--- config.mk ---
export PLATFORM = sky130hd
export DESIGN_NAME = lcd_pattern_seq_flat
export DESIGN_NICKNAME = d
export VERILOG_FILES = /design/src/rtl/lcd_pattern_seq_if.sv /design/src/rtl/lcd_pattern_seq.sv /design/src/flat_wrapper.sv
export SDC_FILE = /design/constraint.sdc
export NUM_CORES = 1
export LEC_CHECK = 0
export CORE_MARGIN = 1
export CORE_UTILIZATION = 56
export CTS_BUF_LIST = sky130_fd_sc_hd__clkbuf_16
export CTS_CLUSTER_DIAMETER = 200
export DETAILED_ROUTE_END_ITERATION = 12
export GPL_TIMING_DRIVEN = 0
export PLACE_DENSITY_LB_ADDON = 0.25
export SKIP_CTS_REPAIR_TIMING = 1
export SYNTH_ARGS = -nofsm -noshare
export SYNTH_HDL_FRONTEND = slang
export SYNTH_SLANG_ARGS = --single-unit
--- constraint.sdc ---
create_clock -name clk -period 3 [get_ports clk]
set_input_delay 0.6 -clock clk [delete_from_list [all_inputs] [get_ports clk]]
set_output_delay 0.6 -clock clk [all_outputs]
set_load 0.03 [all_outputs]
--- src/rtl/lcd_pattern_seq_if.sv ---
// -----------------------------------------------------------------------------
// lcd_pattern_seq_if
//   Bundles the timing-generator input, the pattern controls and the
//   panel-side output of lcd_pattern_seq.
//   slave  : the pattern sequencer (consumes in_*, auto_en, next_req;
//            produces out_*, pattern, frame_start)
//   master : whatever drives the timing/control side and watches the panel
// -----------------------------------------------------------------------------
interface lcd_pattern_seq_if;
    logic       auto_en;      // 1 = advance pattern every HOLD_FRAMES frames
    logic       next_req;     // one-cycle advance request, clk-synchronous
    logic [9:0] in_x;         // active pixel x
    logic [9:0] in_y;         // active pixel y
    logic       in_hs;
    logic       in_vs;
    logic       in_de;
    logic       out_hs;       // in_hs delayed 1 cycle
    logic       out_vs;       // in_vs delayed 1 cycle
    logic       out_de;       // in_de delayed 1 cycle
    logic [4:0] out_r;
    logic [5:0] out_g;
    logic [4:0] out_b;
    logic [1:0] pattern;      // currently selected pattern
    logic       frame_start;  // pulse aligned with out_vs going active

    modport slave (
        input  auto_en, next_req, in_x, in_y, in_hs, in_vs, in_de,
        output out_hs, out_vs, out_de, out_r, out_g, out_b, pattern, frame_start
    );

    modport master (
        output auto_en, next_req, in_x, in_y, in_hs, in_vs, in_de,
        input  out_hs, out_vs, out_de, out_r, out_g, out_b, pattern, frame_start
    );
endinterface

--- src/rtl/lcd_pattern_seq.sv ---
// -----------------------------------------------------------------------------
// lcd_pattern_seq
//   Test-pattern scheduler for the 480x272 RGB565 LCD path. Delays the raw
//   timing by one cycle and replaces the pixel data with one of four test
//   patterns. The pattern only changes at a frame start (vsync active edge),
//   either automatically every HOLD_FRAMES frames or on a next_req pulse.
//
//   Ports:
//     clk    pixel clock
//     rst_n  asynchronous active-low reset
//     lcd    lcd_pattern_seq_if.slave (timing in, controls, RGB565 out,
//            pattern, frame_start)
// -----------------------------------------------------------------------------
module lcd_pattern_seq #(
    parameter int   H_ACTIVE    = 480,
    parameter int   V_ACTIVE    = 272,
    parameter int   HOLD_FRAMES = 120,
    parameter logic VS_POL      = 1'b0,
    parameter logic HS_POL      = 1'b0
) (
    input  logic            clk,
    input  logic            rst_n,
    lcd_pattern_seq_if.slave lcd
);

    localparam int         BAR_W     = H_ACTIVE / 16;
    localparam logic [7:0] HOLD_LAST = 8'(HOLD_FRAMES - 1);
    localparam logic [9:0] X_LAST    = 10'(H_ACTIVE - 1);
    localparam logic [9:0] Y_LAST    = 10'(V_ACTIVE - 1);

    typedef enum logic [1:0] {
        PAT_COLORBAR = 2'd0,
        PAT_GRID     = 2'd1,
        PAT_GRADIENT = 2'd2,
        PAT_CHECKER  = 2'd3
    } pat_e;

    pat_e        pat_q;
    logic [7:0]  hold_cnt;
    logic [7:0]  anim;
    logic        pend;

    logic        hs_q, vs_q, de_q, fs_q;
    logic [15:0] rgb_q;

    logic        fs_det;
    logic        advance;
    logic [9:0]  bar_div;
    logic [3:0]  bar_idx;
    logic [15:0] pix_c;

    // out_vs doubles as the vsync edge register; it resets inactive so a
    // reset never fabricates a frame start on its own.
    assign fs_det  = (lcd.in_vs == VS_POL) && (vs_q != VS_POL);

    // A request landing in the frame-start cycle itself counts immediately.
    assign advance = pend | lcd.next_req | (lcd.auto_en & (hold_cnt == HOLD_LAST));

    // Colour-bar index, clamped so the leftover columns past 16*BAR_W stay
    // in the last bar.
    always_comb begin
        bar_div = lcd.in_x / 10'(BAR_W);
        bar_idx = (bar_div > 10'd15) ? 4'd15 : bar_div[3:0];
    end

    // Pixel generation uses the pattern in force this cycle; a pattern
    // switch lands on the same edge that registers frame_start, i.e. inside
    // vertical blanking.
    always_comb begin
        pix_c = 16'h0000;
        case (pat_q)
            PAT_COLORBAR: pix_c = 16'h8000 >> bar_idx;
            PAT_GRID: begin
                if (lcd.in_x[4:0] == 5'd0 || lcd.in_y[4:0] == 5'd0 ||
                    lcd.in_x == X_LAST     || lcd.in_y == Y_LAST)
                    pix_c = 16'hFFFF;
            end
            PAT_GRADIENT: pix_c = {lcd.in_x[8:4], lcd.in_y[8:3], anim[4:0]};
            PAT_CHECKER: begin
                if (lcd.in_x[5] ^ lcd.in_y[5] ^ anim[5])
                    pix_c = 16'hFFFF;
            end
            default: pix_c = 16'h0000;
        endcase
        if (!lcd.in_de)
            pix_c = 16'h0000;
    end

    // Video path: everything delayed exactly one cycle so sync, DE and RGB
    // stay aligned at the panel.
    always_ff @(posedge clk or negedge rst_n) begin
        if (!rst_n) begin
            hs_q  <= ~HS_POL;
            vs_q  <= ~VS_POL;
            de_q  <= 1'b0;
            fs_q  <= 1'b0;
            rgb_q <= 16'h0000;
        end else begin
            hs_q  <= lcd.in_hs;
            vs_q  <= lcd.in_vs;
            de_q  <= lcd.in_de;
            fs_q  <= fs_det;
            rgb_q <= pix_c;
        end
    end

    // Pattern scheduling.
    always_ff @(posedge clk or negedge rst_n) begin
        if (!rst_n) begin
            pat_q    <= PAT_COLORBAR;
            hold_cnt <= 8'd0;
            anim     <= 8'd0;
            pend     <= 1'b0;
        end else if (fs_det) begin
            anim <= anim + 8'd1;
            if (advance) begin
                pat_q    <= pat_e'(pat_q + 2'd1);
                hold_cnt <= 8'd0;
                pend     <= 1'b0;
            end else if (hold_cnt != 8'hFF) begin
                hold_cnt <= hold_cnt + 8'd1;
            end
        end else if (lcd.next_req) begin
            // Single bit: any number of requests in a frame -> one advance.
            pend <= 1'b1;
        end
    end

    assign lcd.out_hs      = hs_q;
    assign lcd.out_vs      = vs_q;
    assign lcd.out_de      = de_q;
    assign lcd.out_r       = rgb_q[15:11];
    assign lcd.out_g       = rgb_q[10:5];
    assign lcd.out_b       = rgb_q[4:0];
    assign lcd.pattern     = pat_q;
    assign lcd.frame_start = fs_q;

endmodule

--- src/flat_wrapper.sv ---
// flat-port wrapper written by rule: the top's interface ports become plain ports
module lcd_pattern_seq_flat 
#(
    parameter int   H_ACTIVE    = 480,
    parameter int   V_ACTIVE    = 272,
    parameter int   HOLD_FRAMES = 120,
    parameter logic VS_POL      = 1'b0,
    parameter logic HS_POL      = 1'b0
)
  (clk, rst_n, lcd_auto_en, lcd_next_req, lcd_in_x, lcd_in_y, lcd_in_hs, lcd_in_vs, lcd_in_de, lcd_out_hs, lcd_out_vs, lcd_out_de, lcd_out_r, lcd_out_g, lcd_out_b, lcd_pattern, lcd_frame_start);
  lcd_pattern_seq_if lcd_i ();
  input  logic clk;
  input  logic rst_n;
  input wire logic [$bits(lcd_i.auto_en)-1:0] lcd_auto_en;
  input wire logic [$bits(lcd_i.next_req)-1:0] lcd_next_req;
  input wire logic [$bits(lcd_i.in_x)-1:0] lcd_in_x;
  input wire logic [$bits(lcd_i.in_y)-1:0] lcd_in_y;
  input wire logic [$bits(lcd_i.in_hs)-1:0] lcd_in_hs;
  input wire logic [$bits(lcd_i.in_vs)-1:0] lcd_in_vs;
  input wire logic [$bits(lcd_i.in_de)-1:0] lcd_in_de;
  output wire logic [$bits(lcd_i.out_hs)-1:0] lcd_out_hs;
  output wire logic [$bits(lcd_i.out_vs)-1:0] lcd_out_vs;
  output wire logic [$bits(lcd_i.out_de)-1:0] lcd_out_de;
  output wire logic [$bits(lcd_i.out_r)-1:0] lcd_out_r;
  output wire logic [$bits(lcd_i.out_g)-1:0] lcd_out_g;
  output wire logic [$bits(lcd_i.out_b)-1:0] lcd_out_b;
  output wire logic [$bits(lcd_i.pattern)-1:0] lcd_pattern;
  output wire logic [$bits(lcd_i.frame_start)-1:0] lcd_frame_start;
  assign lcd_i.auto_en = lcd_auto_en;
  assign lcd_i.next_req = lcd_next_req;
  assign lcd_i.in_x = lcd_in_x;
  assign lcd_i.in_y = lcd_in_y;
  assign lcd_i.in_hs = lcd_in_hs;
  assign lcd_i.in_vs = lcd_in_vs;
  assign lcd_i.in_de = lcd_in_de;
  assign lcd_out_hs = lcd_i.out_hs;
  assign lcd_out_vs = lcd_i.out_vs;
  assign lcd_out_de = lcd_i.out_de;
  assign lcd_out_r = lcd_i.out_r;
  assign lcd_out_g = lcd_i.out_g;
  assign lcd_out_b = lcd_i.out_b;
  assign lcd_pattern = lcd_i.pattern;
  assign lcd_frame_start = lcd_i.frame_start;
  lcd_pattern_seq #(.H_ACTIVE(H_ACTIVE), .V_ACTIVE(V_ACTIVE), .HOLD_FRAMES(HOLD_FRAMES), .VS_POL(VS_POL), .HS_POL(HS_POL)) u_core (.clk(clk), .rst_n(rst_n), .lcd(lcd_i));
endmodule
==> impl_metrics.toml <==
[synth]
ys.flop_type = "dfrtp_1"
synth-seq-area-share_pct = 38.1
ys_types = 65
synth_edf_count = 0
yosys_warnings = 0
syn_inst = 268
avgSynthCellArea_um2 = 9.08
async_flop_share_pct = 100
syn-cell-area_um2 = 2430
syn_nets = 301
yosys_register_bits = 37

[floorplanning]
start_util_pct = 59.6
die_height_um = 67.9
io_pins = 49
die_area_um2 = 4610
placement_rows = 23
die_x_um = 67.9
core_um2 = 4090

[timing]
finalHoldViolCount = 0
fin_skew_ps = 3.59
fmaxAchievable_mhz = 355
worst_slew_pin_slew_ps = 785
fin_crit_sh_pct = 93.9
period_minus_slack_ps = 2820
setup_violations = 0
slew_violations = 0
rsz0062_at_grt = "false"
fin_ws_ps = 183
slew_headroom_pct = 47.6

[clock_network]
path_clk_slew_ps = 50
clock-sinks = 37
ctsHtreeMaxLevel = 2
max-clock-path-buffers = 2
cts_tree = "yes"
cts_buffers = 5
root_buffer = "clkbuf_16"
clock_latency_ps = 280

[final_layout]
n_antenna_cell = 0
final_cell_area_um2 = 3230
nNetsFinal = 357
drive_gt1_share_pct = 14.2
fin_cells = 375
areaGrowthSynthToFinish_pct = 32.6

[critical_path]
path_cells = "clkdlybuf4s50_1 -> or4b_2 -> nor3_1 -> a31oi_1 -> o21ai_0 -> a221o_1 -> clkbuf_2 -> o21ai_0 -> o31ai_1"
cp_common_cell = "o21ai_0"
cp-start-kind = "primary input"
worstRegToRegCells = 8
reg2reg_from = "u_core.lcd.pattern[0]"
worst-path-max-fanout = 10
crit_required_ps = 3170
end_kind = "register"
crit_start = "lcd_in_y[6]"
cp_slowest_stage_delay_ps = 670
timing_worst_setup_path_type = "primary input to register"
reg2reg_slack_ps = 770
critical_path.endpoint = "u_core.rgb_q[8]"
slowest_stage = "or4b_2"
arrival_ps = 2980
r2r_end = "u_core.rgb_q[8]"

[placed_design]
post-place-ws_ps = -650
post_dp_cell_area_um2 = 2950
portBuffers = 46
dp_hpwl_um = 4110
dp_cells = 364
routabilityCongestion = 0.884

[run_status]
status = "finished, final reports clean"

[power_and_ir_drop]
power_density_nw_per_um2 = 768
leakage_nw = 1.36
totalPowerFinal_w = 0.00248
max-vdd-ir-drop_mv = 0.398

[global_routing]
grt-ovfl-total = 0
antenna_found_initial = 0
grt_pass1_vias = 2039
grt_pass1_wl_um = 9360
grt_max_degree = 38
grtUsageTotal_pct = 27.3

[drt]
wl_per_cell_um = 17.0
ant_nets = 0
drt-initial-drc-count = 206
first_pass_iters = 4
vias = 2370
wl_um = 6390
drc = 0
routed_via_density = 6.32

[job]
maxCapViolCount = 0

[worst_hold_path]
hold_path_class = "primary input to async pin"
## placed cells by master, fill, tap and decap left out, drive strengths merged, types with 2 or more instances in the layout
cell type / n
a2111oi: 2
a211oi: 6
a21boi: 2
a21oi: 16
a31oi: 4
and2: 11
and3: 5
and4: 2
buf: 12
clkbuf: 13
clkdlybuf4s50: 40
dfrtp: 35
dfstp: 2
dlymetal6s2s: 5
ha: 6
inv: 7
nand2: 21
nand3: 5
nand4: 7
nor2: 19
nor3: 5
nor3b: 2
nor4: 3
o211a: 2
o211ai: 4
o21a: 2
o21ai: 29
o311ai: 2
o31ai: 7
or2: 2
xnor2: 9
xor2: 7
## state kept, by name (all words and copies together), names as in the netlist
signal and count:
u_core.pend 1, u_core.lcd.frame_start 1, u_core.rgb_q 16, u_core.lcd.out_vs 1, u_core.lcd.out_de 1, u_core.anim 6, u_core.hold_cnt 8, u_core.lcd.out_hs 1
u_core.lcd.pattern 2
## cell families after synthesis
logic type,Yosys count,synth area share [%]
XOR/XNOR,16,5.76
multiplexers,2,0.874
AO/OA/AOI/OAI,92,27.2
flip-flops,37,38.1
buffers and inverters,23,4.73
AND/OR/NAND/NOR,91,19.8
adder cells (fa/ha/maj),7,3.50
## cells in the mapped netlist (all sizes together), types with 2 or more instances
cell type   n  area, um^2
o311ai      2        35.0
o211a       2        20.0
nand2      21        78.8
nand3       5        25.0
o21a        2        15.0
xnor2       9        78.8
nand4       7        43.8
o211ai      4        30.0
and3        5        31.3
nor4        3        18.8
nor3        5        25.0
clkbuf      6        22.5
a21boi      2        18.8
a31oi       4        25.0
o31ai       7        52.6
o21ai      29         145
and2       11        68.8
nor2       19        71.3
or2         2        12.5
inv         7        26.3
a211oi      6        50.1
dfstp       2        52.6
and4        2        17.5
dfrtp      35         876
ha          6        75.1
nor3b       2        15.0
a21oi      16        80.1
xor2        7        61.3
a2111oi     2        37.5
buf        10        66.3
## layout make-up
type                            instances  area [um^2]
Buffer                                 16          103
Multi-Input combinational cell        208         1450
Inverter                                7         26.3
Clock buffer                            5          125
Timing Repair Buffer                   49          490
Fill cell                             280          860
Clock inverter                          3         41.3
Tap cell                               50         62.6
Sequential cell                        37          928
## worst max-delay path: cells and delay by family
family / cells / cell delay [ps]
buffers and inverters: 2 / 640
AND/OR/NAND/NOR: 2 / 820
AO/OA/AOI/OAI: 5 / 900
## layer usage
metal / global-route usage, % / share of wire, % / vias up
met5: 0 / 0 / -
met4: 10.7 / 2.9 / 0
met3: 5.67 / 7.9 / 25
met2: 45.5 / 49 / 132
met1: 34.3 / 40 / 1111
li1: - / - / 1102
## worst min path at each step
stage / slack (ps) / cells after the start / to
global placement: 480 / 2 / u_core.pend
finish: 390 / 1 / u_core.rgb_q[9]
floorplan: 300 / 0 / u_core.anim[0]
CTS: 430 / 1 / u_core.rgb_q[9]
global route: 480 / 1 / u_core.rgb_q[9]
detailed placement: 490 / 2 / u_core.pend
## metrics by stage
step / hold WS [ps] / utilization (%) / TNS, ps
2_1_floorplan: 304 / - / 0
3_3_place_gp: 475 / 72.4 / -6350
3_5_place_dp: 493 / 72.2 / -6750
4_1_cts: 431 / 76.3 / -2830
5_1_grt: 483 / 79.0 / 0
6_report: 393 / 79.0 / 0
## report_power, final
part           switching (W)  internal [W]
Clock               0.000201      0.000389
Sequential         0.0000826      0.000646
Combinational       0.000696      0.000462
Total               0.000980       0.00150
Note: power is estimated with default switching activity, not from simulation.
